==> src/rtl/struct_member_capture_fifo.sv <==
// Captures upstream struct-member samples as {data, seq, par} records into a FWFT FIFO; a push is visible on the outputs one cycle later.
// o_ready is !full from registered state only; a sample offered while full is dropped and latches the sticky o_ovf.
module struct_member_capture_fifo #(
   parameter int DATA_W = 8,
   parameter int DEPTH  = 4,
   parameter int SEQ_W  = 4
) (
   input  logic                     i_clk,
   input  logic                     i_rst,
   input  logic [DATA_W-1:0]        i_a,
   input  logic                     i_valid,
   output logic                     o_ready,
   output logic [DATA_W-1:0]        o_data,
   output logic [SEQ_W-1:0]         o_seq,
   output logic                     o_par,
   output logic                     o_valid,
   input  logic                     i_ready,
   output logic [$clog2(DEPTH):0]   o_count,
   output logic                     o_ovf
);

   localparam int AW = $clog2(DEPTH);

   typedef struct packed {
      logic [DATA_W-1:0] data;
      logic [SEQ_W-1:0]  seq;
      logic              par;
   } rec_t;

   rec_t              mem_q [DEPTH];
   logic [AW:0]       wr_ptr_q, wr_ptr_d;
   logic [AW:0]       rd_ptr_q, rd_ptr_d;
   logic [SEQ_W-1:0]  seq_q, seq_d;
   logic              ovf_q, ovf_d;
   logic              full, empty, push, pop;
   rec_t              rec_in, head;

   // The extra MSB on each pointer tells full (wrap bits differ) from empty.
   assign empty = (wr_ptr_q == rd_ptr_q);
   assign full  = (wr_ptr_q[AW] != rd_ptr_q[AW]) && (wr_ptr_q[AW-1:0] == rd_ptr_q[AW-1:0]);
   assign push  = i_valid && !full;
   assign pop   = !empty && i_ready;

   always_comb begin
      rec_in.data = i_a;
      rec_in.seq  = seq_q;
      rec_in.par  = ^i_a;
   end

   always_comb begin
      wr_ptr_d = wr_ptr_q;
      rd_ptr_d = rd_ptr_q;
      seq_d    = seq_q;
      ovf_d    = ovf_q;
      if (push) begin
         wr_ptr_d = wr_ptr_q + (AW+1)'(1);
         seq_d    = seq_q + SEQ_W'(1);
      end
      if (pop) begin
         rd_ptr_d = rd_ptr_q + (AW+1)'(1);
      end
      if (i_valid && full) begin
         ovf_d = 1'b1;
      end
   end

   always_ff @(posedge i_clk or posedge i_rst) begin
      if (i_rst) begin
         wr_ptr_q <= '0;
         rd_ptr_q <= '0;
         seq_q    <= '0;
         ovf_q    <= 1'b0;
      end else begin
         wr_ptr_q <= wr_ptr_d;
         rd_ptr_q <= rd_ptr_d;
         seq_q    <= seq_d;
         ovf_q    <= ovf_d;
      end
   end

   always_ff @(posedge i_clk) begin
      if (push) begin
         mem_q[wr_ptr_q[AW-1:0]] <= rec_in;
      end
   end

   // Stale storage is masked so the head fields read zero whenever empty.
   assign head    = empty ? '0 : mem_q[rd_ptr_q[AW-1:0]];
   assign o_data  = head.data;
   assign o_seq   = head.seq;
   assign o_par   = head.par;
   assign o_valid = !empty;
   assign o_ready = !full;
   assign o_count = wr_ptr_q - rd_ptr_q;
   assign o_ovf   = ovf_q;

endmodule

==> config.mk <==
export PLATFORM = sky130hd
export DESIGN_NAME = struct_member_capture_fifo
export DESIGN_NICKNAME = d
export VERILOG_FILES = /design/src/rtl/struct_member_capture_fifo.sv
export SDC_FILE = /design/constraint.sdc
export NUM_CORES = 1
export LEC_CHECK = 0
export ABC_CLOCK_PERIOD_IN_PS = 6650
export CAP_MARGIN = 20
export CELL_PAD_IN_SITES_DETAIL_PLACEMENT = 1
export CELL_PAD_IN_SITES_GLOBAL_PLACEMENT = 2
export CORE_ASPECT_RATIO = 0.6
export CORE_MARGIN = 2
export CORE_UTILIZATION = 45
export DETAILED_ROUTE_END_ITERATION = 8
export GPL_ROUTABILITY_DRIVEN = 1
export GPL_TIMING_DRIVEN = 0
export PLACE_DENSITY = 0.85
export SYNTH_ARGS = -nofsm -noshare
export SYNTH_HDL_FRONTEND = slang
export SYNTH_SLANG_ARGS = --single-unit
==> constraint.sdc <==
create_clock -name i_clk -period 6.65 [get_ports i_clk]
set_input_delay 1.995 -clock i_clk [delete_from_list [all_inputs] [get_ports i_clk]]
set_output_delay 1.995 -clock i_clk [all_outputs]
set_load 0.05 [all_outputs]
==> results.md <==
Finish:
- The number of filler cells placed in the layout is 541.
- 0 antenna diodes ended up in the layout.
- The area added between synthesis and finish is 21.0%.
- Of the cells placed in the final design, the portion with a size suffix greater than 1 is 21.8%.
- For this run, the post-layout net count is 210.
- The sequential cells in the finished layout cover a total of 0.00184 sq mm.
- In the final layout, the multi-input gates occupy 826 sq um.

Clocking:
- The H-tree generated during clock tree synthesis spans 3 levels.
- The longest clock path from root to sink contains 2 buffers.
- TritonCTS created 9 clock buffers.
- The clock insertion delay at the later pin of the skew report is 0.34 ns.
- The clock-pin slew on the worst setup and hold paths is 0.07 ns.
- Counting every sink on the clock net gives 63.
- The number of gates resized after CTS is 0.
- The CTS tree is yes.
- The cell at the root of the clock tree is sky130_fd_sc_hd__clkbuf_8.
- The quantity of hold-fixing buffers added after cts is 0.
- The total setup buffers inserted after CTS is 0.

STA:
- In the finished design, the share of the clock period the worst path needs comes to 81.2%.
- Setup repair after global routing left no endpoint under its margin.
- The count of endpoints failing hold in the final timing report is 0.
- The achievable clock frequency is 185 MHz.
- The post-route clock skew is 0.00800 ns.
- The routed design could run at a clock period as short as 5.40 ns.
- The number of pins with negative max-slew slack in the final report is 0.
- Setup violations remaining at the end of the flow were counted as 0.
- The worst slew margin relative to its limit is 55.3%.
- The slew at the pin closest to its max-slew limit is 0.671 ns.
- The final worst-path setup slack is 1.25 ns.
- Hold is met by 0.467 ns.
- The post-route setup TNS is 0 ns.

Routing:
- In the routed design, unresolved DRC markers number 0.
- In this run the top signal layer used is met4.
- The detailed router put a total of 2490 um of wire on met1.
- The first-pass iteration count of the detailed router is 4.
- The mean routed wirelength per cell is 19.8 um.
- The number of DRC markers after the initial detailed-route iteration is 38.
- The detail route stage leaves a number of antenna-violating nets equal to 0.
- The routed length on met3 is 213 um.
- The average vias per placed instance is 5.04.
- The routed wire length on met2 is 2600 um.
- The total via count in the routed design is 1377.
- The wire length reported by the detailed router is 5400 um.

Critical path:
- The category of the worst setup path launch point is a flip-flop.
- The timing startpoint of the critical path is rd_ptr_q[1].
- The worst reg2reg path depth is 7.
- The startpoint of the worst register-to-register path is rd_ptr_q[1].
- The category of cells accounting for the largest share of critical-path delay is buffers and inverters.
- The worst register-to-register path has a setup slack of 3.61 ns.
- The sort of element at the end of the critical path is an output pin.
- The critical path runs through a total of 8 cells.
- The endpoint of the most critical setup path is o_data[5].
- Data on the critical path is required at its endpoint by 4.66 ns.
- The slowest cell on the critical path is sky130_fd_sc_hd__clkdlybuf4s50_1.
- The delay contributed by the slowest stage of the critical path is 0.83 ns.
- Of all nets on the critical path, the largest fanout is 10.
- The endpoint of the worst-slack reg-to-reg timing path is mem_q[2][0].
- The critical path class is flip-flop to output pin.
- The arrival time of data at the critical path endpoint is 3.41 ns.
- The critical path goes through clkbuf_1, inv_1, ha_1, nand2_1, nor2_2, buf_2, nor2b_1, clkdlybuf4s50_1.
- Counting both buffers and inverters, the worst setup path holds a total of 4.

Synth:
- The netlist area before placement is 0.00271 sq mm.
- The Yosys step of the flow raised 0 warnings.
- The synthesized design contains 52 enable-type register cells.
- Multiplexer cells account for 12.5% of the synthesized area.
- In this run the biggest area consumer among cell types represents 57.6% of the synthesized area.
- The combinational family with the most area after synthesis is multiplexers.
- In the synthesized netlist, the number of instances is 147.
- The most used flip-flop cell after synthesis is sky130_fd_sc_hd__edfxtp_1.
- The synthesized design contains 63 register bits.
- The number of nets produced by synthesis is 168.
- After synthesis, the cell types taking the most area are sky130_fd_sc_hd__edfxtp_1 (58%), sky130_fd_sc_hd__mux4_2 (11%), sky130_fd_sc_hd__dfrtp_1 (10%).
- The fraction of synthesized cell area in xor and xnor cells is 6.19%.
- Summing the areas of all compound-gate instances in the mapped netlist gives 2.17% of the synthesized area.
- The commonest cells after synthesis are sky130_fd_sc_hd__edfxtp_1 (52), sky130_fd_sc_hd__mux4_2 (13), sky130_fd_sc_hd__nor2b_1 (13).
- Sequential elements use 67.8% of the synthesized area.
- The number of distinct library cells after synthesis is 24.
- After Yosys synthesis, and, or, nand and nor cells account for 5.08% of the synthesized area.
- The synthesized area per cell is 18.4 sq um.
- The synthesized netlist devotes 4.43% of its cell area to adder and majority cells.
- The most area-hungry cell type in the Yosys netlist is sky130_fd_sc_hd__edfxtp_1.
- sky130_fd_sc_hd__edfxtp_1 is the most common cell in the netlist.
- The fraction of registers with async set/reset is 17.5%.

Min path:
- The worst hold path belongs to the class flip-flop to flip-flop.

GRT:
- The number of global-route vias before repair is 1507.
- Global routing used 18.3% of the available tracks across all layers.
- Entering global routing, the biggest net connects 14 pins.
- The first global-routing pass estimated 8540 um of wire.
- The initial antenna violation count is 0.
- The total congestion overflow is 0.

Floorplan:
- From left edge to right edge, the die measures 104 um.
- The total area inside the core boundary comes to 0.00570 sq mm.
- The top-level port count is 31.
- The die covers 0.00668 sq mm.
- The vertical die dimension is 64.1 um.
- The effective utilization at floorplan is 47.5%.
- The row count is 21.

Flow run:
- Across the run, the number of max-cap violations was 0.

Place:
- Once detailed placement completed, the half-perimeter wirelength came to 3780 um.
- At the end of routability-driven placement, the weighted congestion stood at 0.714.
- At the placement stage, the worst setup path has a slack of 1.61 ns.
- Input and output buffers added on the ports amount to 30.

Outcome:
- The flow ran to the end, and the final reports show no timing, DRC or antenna violations.
sequential cells by signal, summed over array words and instances (netlist names):
name,count
o_ovf,1
mem_q,52
wr_ptr_q,3
rd_ptr_q,3
seq_q,4
final cells by class:
type / instances / share of cell area (%)
Buffer: 5 / 0.763
Clock buffer: 10 / 3.89
Clock inverter: 5 / 0.801
Inverter: 7 / 0.801
Multi-Input combinational cell: 72 / 25.2
Sequential cell: 63 / 56.0
Tap cell: 80 / 3.05
Timing Repair Buffer: 31 / 9.50
logic make-up after synthesis:
logic type,count (synthesis)
adders and majority gates,9
and+or+nand+nor,23
xor gates and xnor gates,17
DFF,63
AOI/OAI and AO/OA,7
buffers and inverters,12
muxes,16
worst min-delay path by stage:
stage	from	endpoint	slack, ns	cells past startpoint
after floorplan	seq_q[3]	seq_q[3]	0.49	1
after global placement	o_ovf	o_ovf	0.45	1
after detailed placement	o_ovf	o_ovf	0.45	1
after CTS	o_ovf	o_ovf	0.47	1
after global routing	o_ovf	o_ovf	0.50	1
final	o_ovf	o_ovf	0.47	1
layer usage:
layer,global-route usage [%],up-vias
li1,-,628
met1,23.1,710
met2,29.5,26
met3,6.53,13
met4,6.59,0
met5,0,-
worst register-to-register path: stages, from the launching register on:
cell and delay (ns):
sky130_fd_sc_hd__dfrtp_1 0.61, sky130_fd_sc_hd__clkbuf_1 0.57, sky130_fd_sc_hd__inv_1 0.10, sky130_fd_sc_hd__ha_1 0.31
sky130_fd_sc_hd__and2_1 0.14, sky130_fd_sc_hd__clkbuf_1 0.19, sky130_fd_sc_hd__a21boi_4 0.32, sky130_fd_sc_hd__and2_2 0.45
through the flow:
step / util, % / std cells / cell area [sq um]
finish: 57.5 / 273 / 3280
global route: 57.5 / 273 / 3280
CTS: 57.5 / 273 / 3280
detailed placement: 54.8 / 258 / 3130
global placement: 54.6 / 257 / 3110
floorplan: - / 147 / 2710
cell usage in the layout, fill, tap and decap left out, drive strengths merged, types with 6 or more instances in the layout:
cell type      synthesis  final
edfxtp                52     52
clkdlybuf4s50          0     30
mux4                  13     13
nor2b                 13     13
clkbuf                 2     12
xnor2                 11     11
dfrtp                 11     11
ha                     8      8
inv                    7      7
xor2                   6      6
Power is not shown: default switching activity piles up to over one toggle a cycle in this logic, so the estimate is an artifact.
